### src/rtl/seven_segment_scheduler.sv
// Time-shares the seven-segment display between four measurement sources and a setting source:
// latch value, convert to BCD by double-dabble, then issue fraction/integer/mode register writes.
module seven_segment_scheduler #(
  parameter int         REFRESH_CYCLES = 1000,
  parameter logic [3:0] MODE_BASE      = 4'hA
) (
  input  logic        HCLK,
  input  logic        HRESET,
  input  logic        Mode_Button,
  input  logic        Setting_Active,
  input  logic [39:0] Src_Int,
  input  logic [27:0] Src_Frac,
  input  logic [9:0]  Set_Int,
  input  logic [6:0]  Set_Frac,
  output logic        Wr_Valid,
  input  logic        Wr_Ready,
  output logic [1:0]  Wr_Addr,
  output logic [11:0] Wr_Data,
  output logic [1:0]  Mode_Sel,
  output logic        Busy,
  output logic [2:0]  fsm_state
);

  // Write port: a write is taken on any rising edge where Wr_Valid && Wr_Ready; while
  // Wr_Ready is low, Wr_Valid, Wr_Addr and Wr_Data hold their values.
  typedef enum logic [2:0] {
    IDLE    = 3'd0,
    LOAD    = 3'd1,
    CONVERT = 3'd2,
    WR_FRAC = 3'd3,
    WR_INT  = 3'd4,
    WR_MODE = 3'd5
  } state_t;

  localparam int TW = $clog2(REFRESH_CYCLES);

  state_t          state;
  logic [TW-1:0]   timer;
  logic            pending;
  logic            setting_q;
  logic [3:0]      cnt;
  logic [21:0]     int_sr;   // {12b BCD, 10b binary}
  logic [17:0]     frac_sr;  // {8b BCD, 10b binary}
  logic [3:0]      mode_code;
  logic [21:0]     int_next;
  logic [17:0]     frac_next;
  logic [9:0]      int_in;
  logic [6:0]      frac_in;
  logic            wrap;
  logic            event_set;

  function automatic logic [21:0] dd_int(input logic [21:0] sr);
    logic [21:0] t;
    t = sr;
    for (int i = 0; i < 3; i++)
      if (t[10+4*i +: 4] >= 4'd5) t[10+4*i +: 4] = t[10+4*i +: 4] + 4'd3;
    return {t[20:0], 1'b0};
  endfunction

  function automatic logic [17:0] dd_frac(input logic [17:0] sr);
    logic [17:0] t;
    t = sr;
    for (int i = 0; i < 2; i++)
      if (t[10+4*i +: 4] >= 4'd5) t[10+4*i +: 4] = t[10+4*i +: 4] + 4'd3;
    return {t[16:0], 1'b0};
  endfunction

  assign int_next  = dd_int(int_sr);
  assign frac_next = dd_frac(frac_sr);
  assign int_in    = Setting_Active ? Set_Int  : Src_Int[Mode_Sel*10 +: 10];
  assign frac_in   = Setting_Active ? Set_Frac : Src_Frac[Mode_Sel*7 +: 7];
  assign wrap      = (timer == TW'(REFRESH_CYCLES - 1));
  // Several simultaneous causes collapse into one pending refresh.
  assign event_set = wrap | (Mode_Button & ~Setting_Active) | (Setting_Active ^ setting_q);
  assign fsm_state = state;

  always_ff @(posedge HCLK) begin
    setting_q <= Setting_Active;
    if (HRESET) begin
      state     <= IDLE;
      timer     <= '0;
      pending   <= 1'b1;
      Mode_Sel  <= 2'd0;
      Wr_Valid  <= 1'b0;
      Wr_Addr   <= 2'd0;
      Wr_Data   <= 12'd0;
      Busy      <= 1'b0;
      cnt       <= 4'd0;
      int_sr    <= '0;
      frac_sr   <= '0;
      mode_code <= 4'd0;
    end else begin
      timer   <= wrap ? '0 : timer + 1'b1;
      pending <= event_set | (pending & (state != LOAD));
      if (Mode_Button && !Setting_Active) Mode_Sel <= Mode_Sel + 2'd1;
      case (state)
        IDLE: if (pending) begin
          state <= LOAD;
          Busy  <= 1'b1;
        end
        LOAD: begin
          int_sr    <= {12'd0, (int_in > 10'd999) ? 10'd999 : int_in};
          frac_sr   <= {8'd0, 3'd0, (frac_in > 7'd99) ? 7'd99 : frac_in};
          mode_code <= Setting_Active ? 4'hE : MODE_BASE + {2'b00, Mode_Sel};
          cnt       <= 4'd0;
          state     <= CONVERT;
        end
        CONVERT: begin
          int_sr  <= int_next;
          frac_sr <= frac_next;
          cnt     <= cnt + 4'd1;
          if (cnt == 4'd9) begin
            state    <= WR_FRAC;
            Wr_Valid <= 1'b1;
            Wr_Addr  <= 2'd0;
            Wr_Data  <= {4'd0, frac_next[17:10]};
          end
        end
        WR_FRAC: if (Wr_Ready) begin
          state   <= WR_INT;
          Wr_Addr <= 2'd1;
          Wr_Data <= int_sr[21:10];
        end
        WR_INT: if (Wr_Ready) begin
          state   <= WR_MODE;
          Wr_Addr <= 2'd2;
          Wr_Data <= {8'd0, mode_code};
        end
        WR_MODE: if (Wr_Ready) begin
          state    <= IDLE;
          Wr_Valid <= 1'b0;
          Busy     <= 1'b0;
        end
        default: begin
          state    <= IDLE;
          Wr_Valid <= 1'b0;
          Busy     <= 1'b0;
        end
      endcase
    end
  end

endmodule
### config.mk
export PLATFORM = sky130hd
export DESIGN_NAME = seven_segment_scheduler
export DESIGN_NICKNAME = d
export VERILOG_FILES = /design/src/rtl/seven_segment_scheduler.sv
export SDC_FILE = /design/constraint.sdc
export NUM_CORES = 1
export LEC_CHECK = 0
export BUFFER_PORTS_ARGS = -buffer_cell sky130_fd_sc_hd__buf_2
export CORE_UTILIZATION = 53
export CTS_CLUSTER_DIAMETER = 50
export DETAILED_ROUTE_END_ITERATION = 10
export PLACE_DENSITY = 0.8
export SYNTH_ARGS = -nofsm -noshare
export SYNTH_HDL_FRONTEND = slang
export SYNTH_SLANG_ARGS = --single-unit
### constraint.sdc
create_clock -name HCLK -period 2.2 [get_ports HCLK]
set_input_delay 0.44 -clock HCLK [delete_from_list [all_inputs] [get_ports HCLK]]
set_output_delay 0.44 -clock HCLK [all_outputs]
set_load 0.01 [all_outputs]
Word-level counts from Yosys, hierarchy flattened
Cells that the tools add are included.
- input port bits: 90
- output and inout bits: 21
- word-level logic and storage cells: 99
- flip-flop bits (word level): 81
- eq/ne operators: 13
- mux-type cells: 32
- $add $sub $neg: 9
- bitwise operators: 9
- $mul: 2
- order comparisons: 7
- shift operators: 2
- reduce and logical (&&, ||, !) cells: 12
- operators by type and width (operator ; number):
    $pmux W22 S2 ; 1
    $shiftx A40 B7 Y10 ; 1
    $mux W12 ; 3
    $pmux W12 S3 ; 1
    $pmux W18 S2 ; 1
    $shiftx A28 B6 Y7 ; 1
    $mux W3 ; 7
    $ge A4 B3 Y1 const B ; 5
    $mux W10 ; 2
    $pmux W3 S6 ; 1
    $mux W4 ; 4
    $mux W7 ; 2
    $add A4 B2 Y4 const B ; 3
    $add A10 B1 Y10 const B ; 1
    $eq A10 B10 Y1 const B ; 1
    $gt A10 B10 Y1 const B ; 1
    $mul A2 B3 Y5 const B ; 2
    $ne A2 B2 Y1 const B ; 5
    $pmux W4 S2 ; 1
    $reduce_or A4 Y1 ; 2
    $gt A7 B7 Y1 const B ; 1
    $add A3 B2 Y3 const B ; 2
    $eq A3 B2 Y1 const B ; 2
    $eq A3 B3 Y1 const B ; 2
    other kinds (23) ; 34

Longest topological paths before layout
Gate-level depths: netlist of run 1.
- depth in word-level cells: 6
- mapped depth: 8
- gate-level depth less buffers: 7

Worst setup path before layout of run 1
No wires, ideal clock.
- path kind: reg-to-reg
- start point: reg Mode_Sel[0]
- end point: reg int_sr[3]
- period minus slack after synthesis: 1.840 ns
- path buffers: 1
- data required time: 2.130 ns
- setup slack: 0.360 ns
- data arrival time: 1.769 ns
- cell stages (with the launch flop): 7
- setup time: 0.070 ns
- cell sequence: dfxtp_1 buf_6 mux4_2 nand4_1 a22oi_2 or3_1 a21oi_1
- longest elaborated chain between the ends: 6
- ends and longest elaborated chain (what ; RTL line ; RTL):
    start: declaration ; 19 ; output logic [1:0] Mode_Sel,
    start signal: assignment ; 95 ; if (Mode_Button && !Setting_Active) Mode_Sel <= Mode_Sel + 2'd1;
    $mul A2 B3 Y5 (*) ; 70 ; assign int_in = Setting_Active ? Set_Int : Src_Int[Mode_Sel*10 +: 10];
    $shiftx A40 B7 Y10 (*) ; 70 ;
    $mux W10 (*) ; 70 ;
    $gt A10 B10 Y1 ; 102 ; int_sr <= {12'd0, (int_in > 10'd999) ? 10'd999 : int_in};
    $mux W10 (*) ; 102 ;
    $pmux W22 S2 (*) ; 96 ; case (state)
    end signal: assignment ; 102 ;
    end signal: assignment ; 109 ; int_sr <= int_next;
    end: declaration ; 42 ; logic [21:0] int_sr;
Mark *: on every way between the ends. The rest lies on a longest branch, timed or not.
A chain may end at the register's enable or synchronous reset.

Final worst setup path of run 1
Ends and elaborated chain as after synthesis.

==> results.tsv, run 1 <==
stage	metric	value	unit
drt	DRT iter0 DRCs	253	
setup_path	reg-to-reg startpoint	Mode_Sel[0]$_SDFFE_PP0P_	
floorplanning	Initial Util	55.6	%
floorplanning	FP Rows	32	
floorplanning	I/O pins	111	
setup_path	crit path cell chain	buf_4 -> mux4_1 -> nand4_1 -> a22oi_2 -> or3_1 -> a21oi_1	
clock_tree	hold_buf cts	0	
global_route	vias in the first global route	4023	
timing	Peak Freq	513	MHz
synthesis	Synth async-reset ratio	0	%
place	port buffer count	110	
layout	Filler cells	674	
layout	Antenna diodes	0	
drt	DRT Pass-1 Iters	5	
setup_path	critical path startpoint category	flop	
run	max cap viols	0	
setup_path	max incr delay on CP	620	ps
clock_tree	root buffer cell	clkbuf_8	
floorplanning	core area	7850	um2
timing	Least-Margin Pin Slew	644	ps
clock_tree	Worst-path clk slew	80	ps
synthesis	register area share after synthesis	37.2	%
synthesis	Synth Flop Type	dfxtp_1	
drt	Metal-1 WL	4460	um
global_route	All-Layer GR Usage	25.8	%
synthesis	Yosys cell types	56	
min_path	Min-Delay Path Class	primary input to flop	
place	final RePlAce weighted congestion	0.829	
layout	Final Core Density	66.5	%
setup_path	Critical Path End Type	flop	
setup_path	Critical Path RT	2470	ps
drt	Vias/cell	5.82	
drt	Routed WL	10600	um
setup_path	CP Class	flop to flop	
setup_path	CP arrival	2220	ps
timing	RSZ-0062 raised after global routing	no	
synthesis	Syn. warnings	0	
min_path	worst hold path startpoint	Set_Int[1]	
drt	WL/cell	14.9	um
floorplanning	Die Height	92.7	um
min_path	worst hold path depth	3	
global_route	global route total overflow	0	
setup_path	reg2reg setup slack	250	ps
synthesis	syn_nets	605	
timing	setup_tns	0	ps
clock_tree	Post-CTS Repair Setup Buffers	0	
drt	DR WL met3	599	um
pwr	power density over cell area	646	nW/um2
drt	# DRC	0	
timing	max-slew violations	0	
synthesis	Syn Std Cell Area	4360	um2
setup_path	Crit-path slowest cell	mux4_1	
global_route	initial antenna violation count	0	
timing	slew margin rel.	57.0	%
clock_tree	Sinks on Clock Net	81	
pwr	maximum VDD drop	0.419	mV
layout	Final #Nets	713	
clock_tree	CTS tree	built	
timing	Tmin final	1950	ps
clock_tree	htree depth	3	
timing	number of hold violations in the final report	0	
layout	Area growth syn-to-layout	19.6	%
outcome	status	finished, final reports clean	
timing	fin crit share	88.5	%
drt	via count	4170	
clock_tree	total CTS buffers	9	
layout	share of cells above drive strength 1	27.5	%
floorplanning	die width	92.7	um
setup_path	FF-to-FF End	int_sr[3]$_SDFFE_PP0P_	
timing	Final setup viols	0	
setup_path	crit-path max FO	14	
place	detailed placement HPWL	7960	um
global_route	first-pass GRT wire length	17800	um
synthesis	Post-synth EDFFs	0	
drt	Max Used Layer	met4	
global_route	largest net degree at the start of global routing	37	
drt	met2 WL	5420	um
min_path	Hold EP	int_sr[1]$_SDFFE_PP0P_	
clock_tree	Max clock buf depth	2	
synthesis	flops & latches, synth	81	
clock_tree	clk_lat worst skew	350	ps
timing	worst-case clock skew	9.35	ps
synthesis	Mean Syn Cell Area	8.69	um2
floorplanning	Die Area	8600	um2
drt	antenna-violating nets left	0	
pwr	P_leak	0.00215	uW
clock_tree	CTS resizes	0	
synthesis	cells after synthesis	502	
setup_path	worst reg2reg path depth	6	
==> per-layer routing <==
layer,global-route usage [%],vias to the layer above
met5,0,-
met4,10.4,0
met3,4.43,20
met2,45.5,135
met1,31.2,1971
li1,-,2044
==> metrics by stage <==
stage | total power, uW | instance area [um2] | worst slack [ps] | instances | hold WS, ps
4_1_cts | 3380 | 5220 | 238 | 716 | 404
2_1_floorplan | 2170 | 4360 | 360 | 502 | 430
3_5_place_dp | 2460 | 5050 | 264 | 701 | 453
3_3_place_gp | 2430 | 5050 | 333 | 701 | 445
6_report | 3370 | 5220 | 252 | 716 | 411
5_1_grt | 3530 | 5220 | 147 | 716 | 428
==> synth_stat cells (4+ instances only) <==
cell | n | share of area (%)
nand2_1 | 46 | 4.0
buf_1 | 4 | 0.34
xor2_1 | 5 | 1.0
nor2_1 | 73 | 6.3
or3_1 | 6 | 0.86
inv_1 | 14 | 1.2
o21ai_0 | 13 | 1.5
mux4_2 | 15 | 7.7
a211oi_1 | 4 | 0.69
nand3_1 | 13 | 1.5
nand3b_1 | 5 | 0.86
mux2i_1 | 9 | 2.1
dfxtp_1 | 81 | 37
a31oi_1 | 4 | 0.57
xnor2_1 | 10 | 2.0
a221oi_1 | 7 | 1.4
a21oi_1 | 48 | 5.5
ha_1 | 13 | 3.7
buf_2 | 6 | 0.69
a22oi_1 | 19 | 3.3
nand2b_1 | 7 | 1.0
nor3_1 | 11 | 1.3
o211ai_1 | 4 | 0.69
a211o_1 | 5 | 1.0
clkbuf_1 | 20 | 1.7
o22ai_1 | 4 | 0.57
and3_1 | 5 | 0.72
a222oi_1 | 5 | 1.1
==> worst max path at each step <==
stage,start,end,slack (ps)
2_1_floorplan,Mode_Sel[0]$_SDFFE_PP0P_,int_sr[3]$_SDFFE_PP0P_,360
3_3_place_gp,Mode_Sel[0]$_SDFFE_PP0P_,int_sr[4]$_SDFFE_PP0P_,330
3_5_place_dp,Mode_Sel[0]$_SDFFE_PP0P_,int_sr[3]$_SDFFE_PP0P_,260
6_report,Mode_Sel[0]$_SDFFE_PP0P_,int_sr[3]$_SDFFE_PP0P_,250
4_1_cts,Mode_Sel[0]$_SDFFE_PP0P_,int_sr[3]$_SDFFE_PP0P_,240
5_1_grt,Mode_Sel[0]$_SDFFE_PP0P_,int_sr[0]$_SDFFE_PP0P_,150
==> where the power goes <==
| part | internal, uW | switching [uW] | total (uW) |
|---|---|---|---|
| Sequential | 1550 | 61.0 | 1610 |
| Combinational | 351 | 472 | 822 |
| Clock | 432 | 503 | 935 |
| Total | 2330 | 1040 | 3370 |
==> critical path, delay by kind of cell, from the launching register on <==
family	cells	cell delay (ps)
flip-flops	1	320
AND/OR/NAND/NOR	2	470
buffers and inverters	1	230
multiplexers	1	620
AO/OA/AOI/OAI	2	230
==> registers in the layout, summed over array words and instances (netlist names) <==
register,flops
Busy,1
frac_sr,18
Wr_Valid,1
cnt,4
fsm_state,3
Wr_Data,12
Mode_Sel,2
pending,1
int_sr,22
timer,10
setting_q,1
Wr_Addr,2
mode_code,4
==> logic make-up (layout without fill, tap and decap cells) <==
group | count (synthesis) | in the layout | share of synthesized area (%)
AND/OR/NAND/NOR | 183 | 183 | 19.3
XOR/XNOR | 15 | 15 | 3.01
buffers and inverters | 49 | 161 | 4.82
AO/OA/AOI/OAI | 134 | 134 | 20.7
flip-flops | 81 | 81 | 37.2
adder cells (fa/ha/maj) | 13 | 13 | 3.73
multiplexers | 27 | 27 | 11.3
==> layout by cell type, fill, tap and decap left out, drive strengths merged, types with 5 or more instances in the layout <==
| master | instances |
|---|---|
| ha | 13 |
| a21oi | 48 |
| and3 | 5 |
| nand3 | 13 |
| nand3b | 5 |
| dfxtp | 81 |
| a22oi | 20 |
| nor2 | 73 |
| nor3 | 11 |
| mux2i | 9 |
| nand2 | 46 |
| a222oi | 5 |
| clkbuf | 12 |
| or3 | 6 |
| xor2 | 5 |
| mux4 | 17 |
| a221oi | 7 |
| buf | 130 |
| o21ai | 14 |
| inv | 16 |
| nand2b | 7 |
| xnor2 | 10 |
| a211o | 5 |
==> final cells by class <==
cell class	count	area, um2	area share [%]
Multi-Input combinational cell	372	2530	48.5
Sequential cell	81	1620	31.1
Timing Repair Buffer	130	713	13.7
Clock buffer	12	145	2.78
Tap cell	102	128	2.45
Inverter	16	60.1	1.15
Clock inverter	3	17.5	0.336
Note: power is estimated with default switching activity, not from simulation.
==> run 2, diff against run 1 <==
CORE_UTILIZATION = 25   (was 53)
PLACE_DENSITY = not set   (was 0.8)
==> results.tsv, run 2 (synthesis results as in run 1) <==
stage	metric	value	unit
outcome	status	finished, final reports clean	
global_route	All-Layer GR Usage	13.0	%
clock_tree	clk_lat worst skew	340	ps
drt	Vias/cell	4.82	
layout	max FFs per register	22	
layout	commonest non-fill, non-tap cell in the layout	buf_2	
timing	slew margin rel.	57.0	%
timing	number of hold violations in the final report	0	
layout	Largest regs	int_sr (22), frac_sr (18), Wr_Data (12)	
place	detailed placement HPWL	8120	um
global_route	first-pass GRT wire length	18700	um
setup_path	critical path startpoint category	flop	
global_route	initial antenna violation count	0	
pwr	Final Total Pwr	4130	uW
place	Place WS	266	ps
timing	Peak Freq	514	MHz
timing	RSZ-0062 raised after global routing	no	
setup_path	Critical Path End Type	flop	
pwr	power density over cell area	741	nW/um2
setup_path	CP Class	flop to flop	
timing	worst-case clock skew	5.41	ps
setup_path	reg2reg setup slack	250	ps
layout	Area growth syn-to-layout	27.9	%
layout	Final #Nets	715	
drt	DRT iter0 DRCs	251	
clock_tree	total CTS buffers	9	
layout	most frequent cells in the layout	buf_2 (110), dfxtp_1 (81), nor2_1 (72)	
place	final RePlAce weighted congestion	0.830	
timing	final worst setup slack	255	ps
floorplanning	Initial Util	25.9	%
clock_tree	htree depth	3	
clock_tree	root buffer cell	clkbuf_16	
timing	Tmin final	1950	ps
drt	antenna-violating nets left	0	
layout	share of cells above drive strength 1	28.2	%
timing	Least-Margin Pin Slew	645	ps
timing	fin crit share	88.4	%
pwr	maximum VDD drop	0.356	mV
setup_path	Critical Path RT	2470	ps
drt	WL/cell	13.4	um
clock_tree	Post-CTS Repair Setup Buffers	0	
setup_path	CP arrival	2220	ps
timing	setup_tns	0	ps
global_route	global route total overflow	0	
layout	Biggest register	int_sr	
floorplanning	core area	16800	um2
clock_tree	hold_buf cts	0	
timing	Final setup viols	0	
layout	Final Core Density	33.2	%
drt	via count	4034	
drt	DRT Pass-1 Iters	4	
global_route	vias in the first global route	3877	
min_path	Min-Delay Path Class	primary input to flop	
pwr	P_leak	0.00225	uW
layout	Antenna diodes	0	
clock_tree	Sinks on Clock Net	81	
clock_tree	Worst-path clk slew	60	ps
drt	Routed WL	11200	um
run	max cap viols	0	
floorplanning	I/O pins	111	
floorplanning	Die Height	134	um
global_route	largest net degree at the start of global routing	74	
layout	Filler cells	1763	
place	port buffer count	110	
floorplanning	die width	134	um
clock_tree	CTS resizes	0	
floorplanning	FP Rows	47	
timing	max-slew violations	0	
clock_tree	Max clock buf depth	2	
floorplanning	Die Area	18000	um2
drt	# DRC	0	
setup_path	crit-path max FO	15	
clock_tree	CTS tree	built	
[run 2: changes by cell type in the layout (fill, tap and decap cells not counted), sizes merged]
cell | previous run | this run
buf | 130 | 132
clkinv | 2 | 0
inv | 16 | 18
bufinv | 0 | 2
clkbuf | 12 | 11
[run 2: layer usage]
| layer | routed length, um | vias to the layer above | GRT usage [%] |
|---|---|---|---|
| met4 | 144 | 0 | 4.62 |
| met5 | 0 | - | 0 |
| li1 | - | 2050 | - |
| met3 | 445 | 12 | 2.65 |
| met1 | 5350 | 1863 | 17.1 |
| met2 | 5280 | 109 | 21.0 |
[run 2: through the flow]
stage	instance area, um2	hold WS (ps)	std cells
final	5580	415	837
after global routing	5580	412	837
after CTS	5580	404	837
after detailed placement	5240	453	821
after global placement	5240	445	821
after floorplan	4360	430	502
[run 2: path summary, 6_finish.rpt]
path | startpoint | to | depth (start not counted)
max | Mode_Sel[0]$_SDFFE_PP0P_ | int_sr[4]$_SDFFE_PP0P_ | 6
min | Setting_Active | setting_q$_DFF_P_ | 2
max reg2reg | Mode_Sel[0]$_SDFFE_PP0P_ | int_sr[4]$_SDFFE_PP0P_ | 6
min reg2reg | Wr_Data[0]$_SDFFE_PP0P_ | Wr_Data[0]$_SDFFE_PP0P_ | 2
[run 2: worst max-delay path: stages (launching register included)]
cell     delay, ps
dfxtp_1        390
buf_12         180
mux4_1         610
nand4_1        130
a22oi_2        110
or3_1          350
a21oi_1        120
[run 2: layout make-up]
type | instances | area [um2] | area share [%]
Multi-Input combinational cell | 372 | 2530 | 45.4
Timing Repair Buffer | 132 | 753 | 13.5
Tap cell | 220 | 275 | 4.93
Clock inverter | 5 | 85.1 | 1.52
Clock buffer | 11 | 253 | 4.53
Inverter | 16 | 60.1 | 1.08
Sequential cell | 81 | 1620 | 29.1
[run 2: where the power goes]
group	switching [uW]	internal, uW
Sequential	64.8	1550
Combinational	463	360
Clock	628	1060
Total	1160	2980
==> run 3, diff against run 2 <==
CTS_BUF_LIST = sky130_fd_sc_hd__clkbuf_8   (was not set)
==> results.tsv, run 3 (synthesis results as in run 1) <==
stage	metric	value	unit
global_route	largest net degree at the start of global routing	74	
setup_path	CP arrival	2250	ps
clock_tree	total CTS buffers	9	
layout	Filler cells	1774	
clock_tree	Max clock buf depth	2	
setup_path	crit-path max FO	15	
clock_tree	Post-CTS Repair Setup Buffers	0	
place	detailed placement HPWL	8120	um
timing	Least-Margin Pin Slew	613	ps
drt	WL/cell	13.2	um
global_route	vias in the first global route	3842	
place	port buffer count	110	
place	dpl cells	821	
timing	final hold slack	387	ps
clock_tree	root buffer cell	clkbuf_8	
clock_tree	CTS tree	built	
run	max cap viols	0	
drt	DRT Pass-1 Iters	5	
outcome	status	finished, final reports clean	
layout	Antenna diodes	0	
layout	Final Non-Filler Cells	837	
timing	Final setup viols	0	
layout	share of cells above drive strength 1	28.2	%
timing	worst-case clock skew	11.7	ps
floorplanning	core area	16800	um2
clock_tree	CTS resizes	0	
clock_tree	htree depth	3	
floorplanning	I/O pins	111	
setup_path	largest delay contributor family on the critical path	multiplexers	
setup_path	max incr delay on CP	600	ps
layout	Final Core Density	32.6	%
timing	setup_tns	0	ps
setup_path	critical path startpoint category	flop	
timing	Tmin final	1950	ps
min_path	Min-Delay Path Class	primary input to flop	
global_route	global route total overflow	0	
place	final RePlAce weighted congestion	0.830	
layout	Final #Nets	715	
clock_tree	clk_lat worst skew	370	ps
floorplanning	Die Area	18000	um2
layout	max FFs per register	22	
timing	Peak Freq	513	MHz
layout	Biggest register	int_sr	
global_route	initial antenna violation count	0	
floorplanning	FP Rows	47	
timing	slew margin rel.	59.1	%
layout	commonest non-fill, non-tap cell in the layout	buf_2	
clock_tree	hold_buf cts	0	
layout	Area growth syn-to-layout	25.6	%
pwr	power density over cell area	678	nW/um2
pwr	P_leak	0.00220	uW
setup_path	Critical Path End Type	flop	
floorplanning	Die Height	134	um
drt	Vias/cell	4.78	
drt	# DRC	0	
global_route	first-pass GRT wire length	18600	um
floorplanning	Initial Util	25.9	%
layout	Largest regs	int_sr (22), frac_sr (18), Wr_Data (12)	
timing	number of hold violations in the final report	0	
drt	Routed WL	11100	um
pwr	maximum VDD drop	0.254	mV
timing	final worst setup slack	252	ps
place	Place WS	266	ps
setup_path	Buf/Inv on CP	1	
setup_path	crit path cell chain	buf_12 -> mux4_1 -> nand4_1 -> a22oi_2 -> or3_1 -> a21oi_1	
timing	fin crit share	88.6	%
drt	DRT iter0 DRCs	220	
setup_path	CP Class	flop to flop	
setup_path	Crit-path slowest cell	mux4_1	
layout	most frequent cells in the layout	buf_2 (110), dfxtp_1 (81), nor2_1 (72)	
setup_path	Critical Path RT	2500	ps
drt	antenna-violating nets left	0	
global_route	All-Layer GR Usage	12.8	%
timing	max-slew violations	0	
clock_tree	Worst-path clk slew	80	ps
timing	RSZ-0062 raised after global routing	no	
floorplanning	die width	134	um
drt	via count	4003	
clock_tree	Sinks on Clock Net	81	
## run 3: cell counts in the layout (fill, tap and decap cells not counted)
Identical to the previous run, type by type.
## run 3: final cells by class
| cell class | instances | area (um2) | share of cell area, % |
|---|---|---|---|
| Clock buffer | 11 | 151 | 2.76 |
| Tap cell | 220 | 275 | 5.02 |
| Timing Repair Buffer | 132 | 753 | 13.7 |
| Inverter | 16 | 60.1 | 1.10 |
| Multi-Input combinational cell | 372 | 2530 | 46.2 |
| Sequential cell | 81 | 1620 | 29.6 |
| Clock inverter | 5 | 85.1 | 1.55 |
## run 3: through the flow
step / power (uW) / area, um2
final: 3720 / 5480
after global routing: 3920 / 5480
after CTS: 3750 / 5480
after detailed placement: 2470 / 5240
after global placement: 2470 / 5240
after floorplan: 2170 / 4360
## run 3: path summary, 6_finish.rpt
| check | from | to | slack [ps] | cells after the start |
|---|---|---|---|---|
| worst max register to register | Mode_Sel[0]$_SDFFE_PP0P_ | int_sr[4]$_SDFFE_PP0P_ | 250 | 6 |
| worst max-delay path | Mode_Sel[0]$_SDFFE_PP0P_ | int_sr[4]$_SDFFE_PP0P_ | 250 | 6 |
| worst min-delay path | Setting_Active | setting_q$_DFF_P_ | 390 | 2 |
| worst min register to register | Wr_Data[0]$_SDFFE_PP0P_ | Wr_Data[0]$_SDFFE_PP0P_ | 460 | 2 |
## run 3: power by group
group	internal, uW	total [uW]	switching (uW)
sequential	1550	1620	64.6
combinational	360	819	459
clock	709	1280	572
total	2620	3720	1100
## run 3: layer usage
metal	global-route usage (%)	vias to the layer above	wire, um
met1	17.1	1827	5270
met4	4.24	0	136
met5	0	-	0
met3	2.42	13	471
met2	20.7	104	5190
li1	-	2059	-
## run 3: worst reg2reg max path, cell delays in order, from the launching register on
cell and delay, ps:
dfxtp_1 390, buf_12 180, mux4_1 610, nand4_1 130, a22oi_2 110, or3_1 350
a21oi_1 120
